==> src/rtl/vigna_m_pkg.sv <==
// vigna_m_pkg: shared definitions for the RV32M issue block.
//   - OPCODE_OP / FUNCT7_MULDIV: fields identifying an M-extension instruction
//   - m_funct3_e: funct3 encodings MUL..REMU
//   - m_state_e: issue FSM states (IDLE, REQ, DRAIN, WB)
//   - is_m_instr(): decode helper
package vigna_m_pkg;

  localparam logic [6:0] OPCODE_OP     = 7'b0110011;
  localparam logic [6:0] FUNCT7_MULDIV = 7'b0000001;

  typedef enum logic [2:0] {
    F3_MUL    = 3'b000,
    F3_MULH   = 3'b001,
    F3_MULHSU = 3'b010,
    F3_MULHU  = 3'b011,
    F3_DIV    = 3'b100,
    F3_DIVU   = 3'b101,
    F3_REM    = 3'b110,
    F3_REMU   = 3'b111
  } m_funct3_e;

  typedef enum logic [1:0] {
    ST_IDLE  = 2'd0,
    ST_REQ   = 2'd1,
    ST_DRAIN = 2'd2,
    ST_WB    = 2'd3
  } m_state_e;

  function automatic logic is_m_instr(input logic [31:0] instr);
    return (instr[6:0] == OPCODE_OP) && (instr[31:25] == FUNCT7_MULDIV);
  endfunction

endpackage

==> src/rtl/vigna_m_fixup.sv <==
// vigna_m_fixup: combinational detector for the RISC-V div/rem corner cases
// that have architecturally defined results and need no coprocessor.
//   func  [2:0]  in   funct3 of the operation
//   op1   [31:0] in   dividend
//   op2   [31:0] in   divisor
//   hit          out  1 = result is resolved locally
//   value [31:0] out  local result (valid when hit)
// Parameter FIXUP_DIV: 0 forces hit low so every op goes to the coprocessor.
module vigna_m_fixup
  import vigna_m_pkg::*;
#(
  parameter bit FIXUP_DIV = 1'b1
) (
  input  logic [2:0]  func,
  input  logic [31:0] op1,
  input  logic [31:0] op2,
  output logic        hit,
  output logic [31:0] value
);

  logic div_zero;
  logic ovf;

  always_comb begin
    hit      = 1'b0;
    value    = 32'd0;
    div_zero = (op2 == 32'd0);
    // Only signed div/rem can overflow: most-negative / -1.
    ovf      = (op1 == 32'h8000_0000) && (op2 == 32'hFFFF_FFFF);
    if (FIXUP_DIV && func[2]) begin
      if (div_zero) begin
        hit   = 1'b1;
        // func[1] separates rem/remu (returns dividend) from div/divu (all ones).
        value = func[1] ? op1 : 32'hFFFF_FFFF;
      end else if (ovf && (func == F3_DIV)) begin
        hit   = 1'b1;
        value = 32'h8000_0000;
      end else if (ovf && (func == F3_REM)) begin
        hit   = 1'b1;
        value = 32'd0;
      end
    end
  end

endmodule

==> src/rtl/vigna_m_issue.sv <==
// vigna_m_issue: execute-stage initiator for the RV32M coprocessor.
// Decodes M instructions, issues a held request to the coprocessor, stalls
// the core while busy and returns a one-cycle writeback pulse. Div/rem corner
// cases are answered locally; every request is bounded by a watchdog.
//
// Ports:
//   clk, reset (async, active-high)
//   in_valid/in_ready, instr, rs1_val, rs2_val : instruction from the core
//   flush                                      : kill the in-flight op
//   busy                                       : stall request (state != IDLE)
//   wb_valid, wb_rd, wb_data                   : writeback pulse
//   err                                        : one-cycle pulse on watchdog abort
//   co_valid/co_ready, co_func, co_op1, co_op2, co_result : coprocessor side
//
// Coprocessor handshake: co_valid is registered and stays high with stable
// co_func/co_op1/co_op2 until the cycle co_ready pulses; co_valid is low in
// the following cycle. co_ready is a completion pulse and co_result is only
// meaningful in that cycle.
//
// Optional build macro VIGNA_M_ISSUE_CACHE_EN: remembers the last completed
// coprocessor op and answers an identical op without a request.
module vigna_m_issue
  import vigna_m_pkg::*;
#(
  parameter int WDOG_CYCLES = 1024,
  parameter bit FIXUP_DIV   = 1'b1
) (
  input  logic        clk,
  input  logic        reset,
  input  logic        in_valid,
  output logic        in_ready,
  input  logic [31:0] instr,
  input  logic [31:0] rs1_val,
  input  logic [31:0] rs2_val,
  input  logic        flush,
  output logic        busy,
  output logic        wb_valid,
  output logic [4:0]  wb_rd,
  output logic [31:0] wb_data,
  output logic        err,
  output logic        co_valid,
  input  logic        co_ready,
  output logic [2:0]  co_func,
  output logic [31:0] co_op1,
  output logic [31:0] co_op2,
  input  logic [31:0] co_result
);

  localparam logic [31:0] WDOG_LIM = 32'(WDOG_CYCLES);

  m_state_e    state_q;
  logic        hold_q;     // first cycle of a fast-path WB: output not yet due
  logic [31:0] wd_cnt;
  logic [31:0] wd_next;
  logic        wd_expire;
  logic        accept;
  logic        fix_hit;
  logic [31:0] fix_val;
  logic        cache_hit;
  logic [31:0] cache_val;

  // rs1/rs2 register-number fields are not needed here.
  logic unused_instr_bits;
  assign unused_instr_bits = ^instr[24:15];

  assign in_ready = (state_q == ST_IDLE);
  assign busy     = (state_q != ST_IDLE);
  assign accept   = in_valid && in_ready && is_m_instr(instr);
  assign wb_valid = (state_q == ST_WB) && !hold_q && !flush;

  assign wd_next   = wd_cnt + 32'd1;
  // >= so a timeout reached on the same edge a flush moves us to DRAIN
  // still fires on the next DRAIN cycle.
  assign wd_expire = (WDOG_CYCLES != 0) && (wd_next >= WDOG_LIM);

  vigna_m_fixup #(.FIXUP_DIV(FIXUP_DIV)) u_fixup (
    .func  (instr[14:12]),
    .op1   (rs1_val),
    .op2   (rs2_val),
    .hit   (fix_hit),
    .value (fix_val)
  );

`ifdef VIGNA_M_ISSUE_CACHE_EN
  logic        c_valid;
  logic [2:0]  c_func;
  logic [31:0] c_op1;
  logic [31:0] c_op2;
  logic [31:0] c_res;
  logic        ev_complete;
  logic        ev_abort;

  assign cache_hit = c_valid && (c_func == instr[14:12]) &&
                     (c_op1 == rs1_val) && (c_op2 == rs2_val);
  assign cache_val = c_res;

  assign ev_complete = (state_q == ST_REQ) && co_ready && !flush;
  assign ev_abort    = ((state_q == ST_REQ) && flush && co_ready) ||
                       ((state_q == ST_REQ) && !flush && !co_ready && wd_expire) ||
                       ((state_q == ST_DRAIN) && (co_ready || wd_expire));

  always_ff @(posedge clk or posedge reset) begin
    if (reset) begin
      c_valid <= 1'b0;
      c_func  <= 3'd0;
      c_op1   <= 32'd0;
      c_op2   <= 32'd0;
      c_res   <= 32'd0;
    end else if (ev_complete) begin
      c_valid <= 1'b1;
      c_func  <= co_func;
      c_op1   <= co_op1;
      c_op2   <= co_op2;
      c_res   <= co_result;
    end else if (ev_abort) begin
      c_valid <= 1'b0;
    end
  end
`else
  assign cache_hit = 1'b0;
  assign cache_val = 32'd0;
`endif

  always_ff @(posedge clk or posedge reset) begin
    if (reset) begin
      state_q  <= ST_IDLE;
      hold_q   <= 1'b0;
      wd_cnt   <= 32'd0;
      co_valid <= 1'b0;
      co_func  <= 3'd0;
      co_op1   <= 32'd0;
      co_op2   <= 32'd0;
      wb_rd    <= 5'd0;
      wb_data  <= 32'd0;
      err      <= 1'b0;
    end else begin
      err <= 1'b0;
      case (state_q)
        ST_IDLE: begin
          if (accept) begin
            co_func <= instr[14:12];
            co_op1  <= rs1_val;
            co_op2  <= rs2_val;
            wb_rd   <= instr[11:7];
            wd_cnt  <= 32'd0;
            if (fix_hit) begin
              wb_data <= fix_val;
              hold_q  <= 1'b1;
              state_q <= ST_WB;
            end else if (cache_hit) begin
              wb_data <= cache_val;
              hold_q  <= 1'b1;
              state_q <= ST_WB;
            end else begin
              co_valid <= 1'b1;
              state_q  <= ST_REQ;
            end
          end
        end
        ST_REQ: begin
          wd_cnt <= wd_next;
          if (flush && co_ready) begin
            // Completion and kill on the same edge: drop the result.
            co_valid <= 1'b0;
            state_q  <= ST_IDLE;
          end else if (flush) begin
            // Request already visible; keep it up until the coprocessor answers.
            state_q <= ST_DRAIN;
          end else if (co_ready) begin
            wb_data  <= co_result;
            co_valid <= 1'b0;
            hold_q   <= 1'b0;
            state_q  <= ST_WB;
          end else if (wd_expire) begin
            wb_data  <= 32'd0;
            co_valid <= 1'b0;
            err      <= 1'b1;
            hold_q   <= 1'b0;
            state_q  <= ST_WB;
          end
        end
        ST_DRAIN: begin
          wd_cnt <= wd_next;
          if (co_ready) begin
            co_valid <= 1'b0;
            state_q  <= ST_IDLE;
          end else if (wd_expire) begin
            co_valid <= 1'b0;
            err      <= 1'b1;
            state_q  <= ST_IDLE;
          end
        end
        ST_WB: begin
          if (hold_q && !flush) begin
            hold_q <= 1'b0;
          end else begin
            // Either the pulse was presented this cycle or flush killed it.
            hold_q  <= 1'b0;
            state_q <= ST_IDLE;
          end
        end
        default: state_q <= ST_IDLE;
      endcase
    end
  end

endmodule
==> config.mk <==
export PLATFORM = sky130hd
export DESIGN_NAME = vigna_m_issue
export DESIGN_NICKNAME = d
export VERILOG_FILES = /design/src/rtl/vigna_m_pkg.sv /design/src/rtl/vigna_m_fixup.sv /design/src/rtl/vigna_m_issue.sv
export SDC_FILE = /design/constraint.sdc
export NUM_CORES = 1
export LEC_CHECK = 0
export CORE_MARGIN = 2
export CORE_UTILIZATION = 43
export DETAILED_ROUTE_END_ITERATION = 10
export GPL_TIMING_DRIVEN = 0
export PLACE_DENSITY = 0.78
export SLEW_MARGIN = 30
export SYNTH_ARGS = -nofsm -noshare
export SYNTH_HDL_FRONTEND = slang
export SYNTH_SLANG_ARGS = --single-unit
==> constraint.sdc <==
create_clock -name clk -period 4.8 [get_ports clk]
set_clock_uncertainty 0.1 [all_clocks]
set_input_delay 0.72 -clock clk [delete_from_list [all_inputs] [get_ports clk]]
set_output_delay 0.72 -clock clk [all_outputs]
set_load 0.02 [all_outputs]
==> impl_results.md <==
- Sequential share of the synthesized area: 46.3%
- Iteration-0 DRC Markers: about 550
- Via/cell ratio: around 5.8
- Die Span Y: about 140 microns
- Worst hold path class: register to register
- Clock latency on the worst-skew pair: about 0.42 ns
- Period utilization: about 76%
- Core Footprint: 17300 sq um
- Antenna violations before repair: 0
- IO buf count: 231
- CP peak stage delay: roughly 0.50 ns
- Pins Over Slew Limit: 0
- Number of hold buffers added after cts: 0
- Total track usage: roughly a quarter
- Std-Cell Rows: 48
- Hold EP: co_func[2]
- Area leader, netlist: dfrtp_1
- Crit Path Category: input pin to register
- Synth cell types: between 60 and 70
- Register area: around 3500 sq um
- Gr ovfl total: 0
- Final Hold Fails: 0
- Io pins: 242
- Buf/Inv on CP: 2
- Synth warn: 0
- Worst-path cell chain: clkdlybuf4s50_1 > nor4bb_1 > nand4_1 > or2_2 > a221o_1 > nor2b_1 > o21a_4 > buf_6 > mux2_4
- Synth Cell Area: 7630 sq um
- GP Congestion: approximately 0.91
- Synth top area share: 46.3%
- Final Setup Violations: 0
- FF-to-FF End: wb_data[2]
- Drt pass-1 iters: 5
- Critical-path top delay cell: or2_2
- WP data arrival: around 3.8 ns
- R2r worst-path depth: 10
- Worst r2r src: state_q[0]
- Antenna-violating nets left: 0
- Fin Setup TNS: 0 ns
- Resized cells post-CTS: 0
- Pwr Total: around 4.8 mW
- Clock Sink Count: between 100 and 150
- Ranking of synthesized cells by area: dfrtp_1 (46%), mux2_2 (11%), mux2_4 (5.9%), a22o_1 (4.0%), o21ai_0 (2.6%)
- Total die area: ~19000 sq um
- Residual DRC: 0
- Yosys reg bits: approximately 140
- Syn Inst Count: around 700
- Via count: ~7000
- First-pass GRT wire length: between 30 and 40 mm
- PD cells: roughly 440 nW/um^2
- Post-synth ARST share: 100%
- Clock buffer count from CTS: 17
- Fmax: about 280 MHz
- Syn nets: 836
- Top cell family by delay on the critical path: simple AND/OR/NAND/NOR gates
- Fin crit period: approximately 3.6 ns
- Leak Pwr: 4.69 nW
- Worst path required time: ~5 ns
- Filler instances: 1427
- Inserted Diodes: 0
- Actual slew at the worst max-slew pin: 0.983 ns
- Crit-path max FO: 10
- RSZ-0062 raised after global routing: no
- Max_cap viols: 0
- Post-synth EDFFs: 0
- Combinational share of power: between 30% and 40%
- Setup Buffers After CTS: 0
- Final WL: roughly 25 mm
- Pin count of the biggest net entering global routing: between 80 and 90
- Vias in the first global route: roughly 7000
- Commonest cells post-synth: dfrtp_1 (141), mux2_2 (74), nand2_1 (52)
- Post-Syn Area per Cell: roughly 11 sq um
- Post-DR wirelength/cell: between 20 and 25 microns
- Psw: ~1.6 mW
- Cell with the most instances after synthesis: dfrtp_1
- Layout area overhead: 43.1%
- Top FF cell, synth: dfrtp_1
- Final net count: 1087
- Reg2Reg Setup Slack: ~1.2 ns
- Placed cell area: ~10000 sq um
- Clock root cell: clkbuf_16
- Outcome: completed
- H-Tree Level Count: 4
- VDD IR max: between 0.0003 and 0.0004 V
- Clk pwr share: between 30% and 40%
- WHS Path Cells: 2
- Net Sw Frac: 33.8%
- Max_slew headroom: 33.9%
- Clock Tree Buf Depth: 2
- Final core utilization: 63.1%
- Sequential share of power: 31.9%
- Post-layout instance area: approximately 11000 sq um
- Smallest hold slack: roughly 0.40 ns
- Crit start category: input pin
- Worst setup EP type: register
- Launch point of the worst hold path: co_func[2]
- Die Wd: between 100 and 150 microns
- Multi-input logic area: 3880 sq um
- Starting density of the core: approximately 44%
- Internal power: 3.15 mW
- Share of cells above drive strength 1: between 10% and 20%
- Clock-pin slew on the worst setup and hold paths: about 0.06 ns
- Post-detail-place hpwl: ~18 mm
- CTS tree: built
==> per-layer routing <==
metal / global-route usage [%] / part of all wire [%] / vias up
li1: - / - / 3136
met1: 34.2 / 42 / 3397
met2: 43.2 / 49 / 318
met3: 7.51 / 7.6 / 39
met4: 8.82 / 2.3 / 0
met5: 0 / 0 / -
==> kinds of logic after synthesis <==
kind of cell / share of synthesized area, %
flip-flops: 46.3
XOR/XNOR: 1.03
adder cells (fa/ha/maj): 0.820
AND/OR/NAND/NOR: 19.6
buffers and inverters: 3.00
multiplexers: 17.4
AO/OA/AOI/OAI: 11.9
==> stage by stage <==
step,setup WS [ns],cells
final,1.18,1187
after global routing,1.07,1187
after CTS,0.905,1187
after detailed placement,0.474,1155
after global placement,-1.85,1154
after floorplan,0.199,698
==> power groups by stage <==
stage | clock network, mW | logic, mW | registers [mW]
2_1_floorplan | 0 | 0.866 | 1.68
3_3_place_gp | 0 | 1.72 | 1.53
3_5_place_dp | 0 | 1.75 | 1.52
4_1_cts | 1.49 | 1.76 | 1.51
5_1_grt | 1.53 | 1.89 | 1.54
6_report | 1.47 | 1.77 | 1.52
==> state kept, by name (all words and copies together) (netlist names) <==
name	flops
wb_rd	5
co_op2	32
co_func	3
co_valid	1
hold_q	1
wb_data	32
wd_cnt	32
err	1
co_op1	32
state_q	2
==> placed cells by master, fill, tap and decap left out, types with 4 or more instances in the layout <==
cell and instances:
xnor2_1 7, mux2_4 30, clkbuf_1 30, o31ai_1 9, nand2b_1 31, bufinv_16 5
mux2_2 74, and3_1 8, inv_1 10, nor3_1 13, clkbuf_16 17, ha_1 5
nand2_1 52, nor4_1 28, and4b_1 4, nor2_1 33, nand3_1 15, a22o_1 35
o21ai_0 40, and2_1 7, and4_1 7, dfrtp_1 141, nor2b_1 5, nand4_1 25
a31oi_1 13, clkdlybuf4s50_1 231, a21oi_1 12
==> area by class of cell <==
type	count	share of cell area [%]
multi-input cells	506	35.5
flip-flops and latches	141	32.3
repair buffers	232	21.4
clock buffers	20	4.09
well taps	225	2.58
clock inverters	12	1.91
plain buffers	40	1.72
inverters	11	0.447
==> worst reg2reg max path, delay by kind of cell, from the launching register on <==
family	cells	cell delay, ns
AO/OA/AOI/OAI	2	0.55
adder cells (fa/ha/maj)	1	0.42
buffers and inverters	2	0.31
flip-flops	1	0.40
multiplexers	1	0.32
AND/OR/NAND/NOR	4	1.37
==> worst max-delay path by stage <==
stage | slack (ns) | endpoint | cells after the start | from
4_1_cts | 0.90 | wb_data[2] | 10 | rs2_val[29]
6_report | 1.18 | wb_data[2] | 9 | instr[4]
3_5_place_dp | 0.47 | wb_data[29] | 10 | rs2_val[29]
2_1_floorplan | 0.20 | co_func[0] | 1 | reset
3_3_place_gp | -1.85 | wb_data[15] | 2 | reset
5_1_grt | 1.07 | wb_data[3] | 9 | instr[6]
No activity file was read; power rests on OpenSTA's default activity.
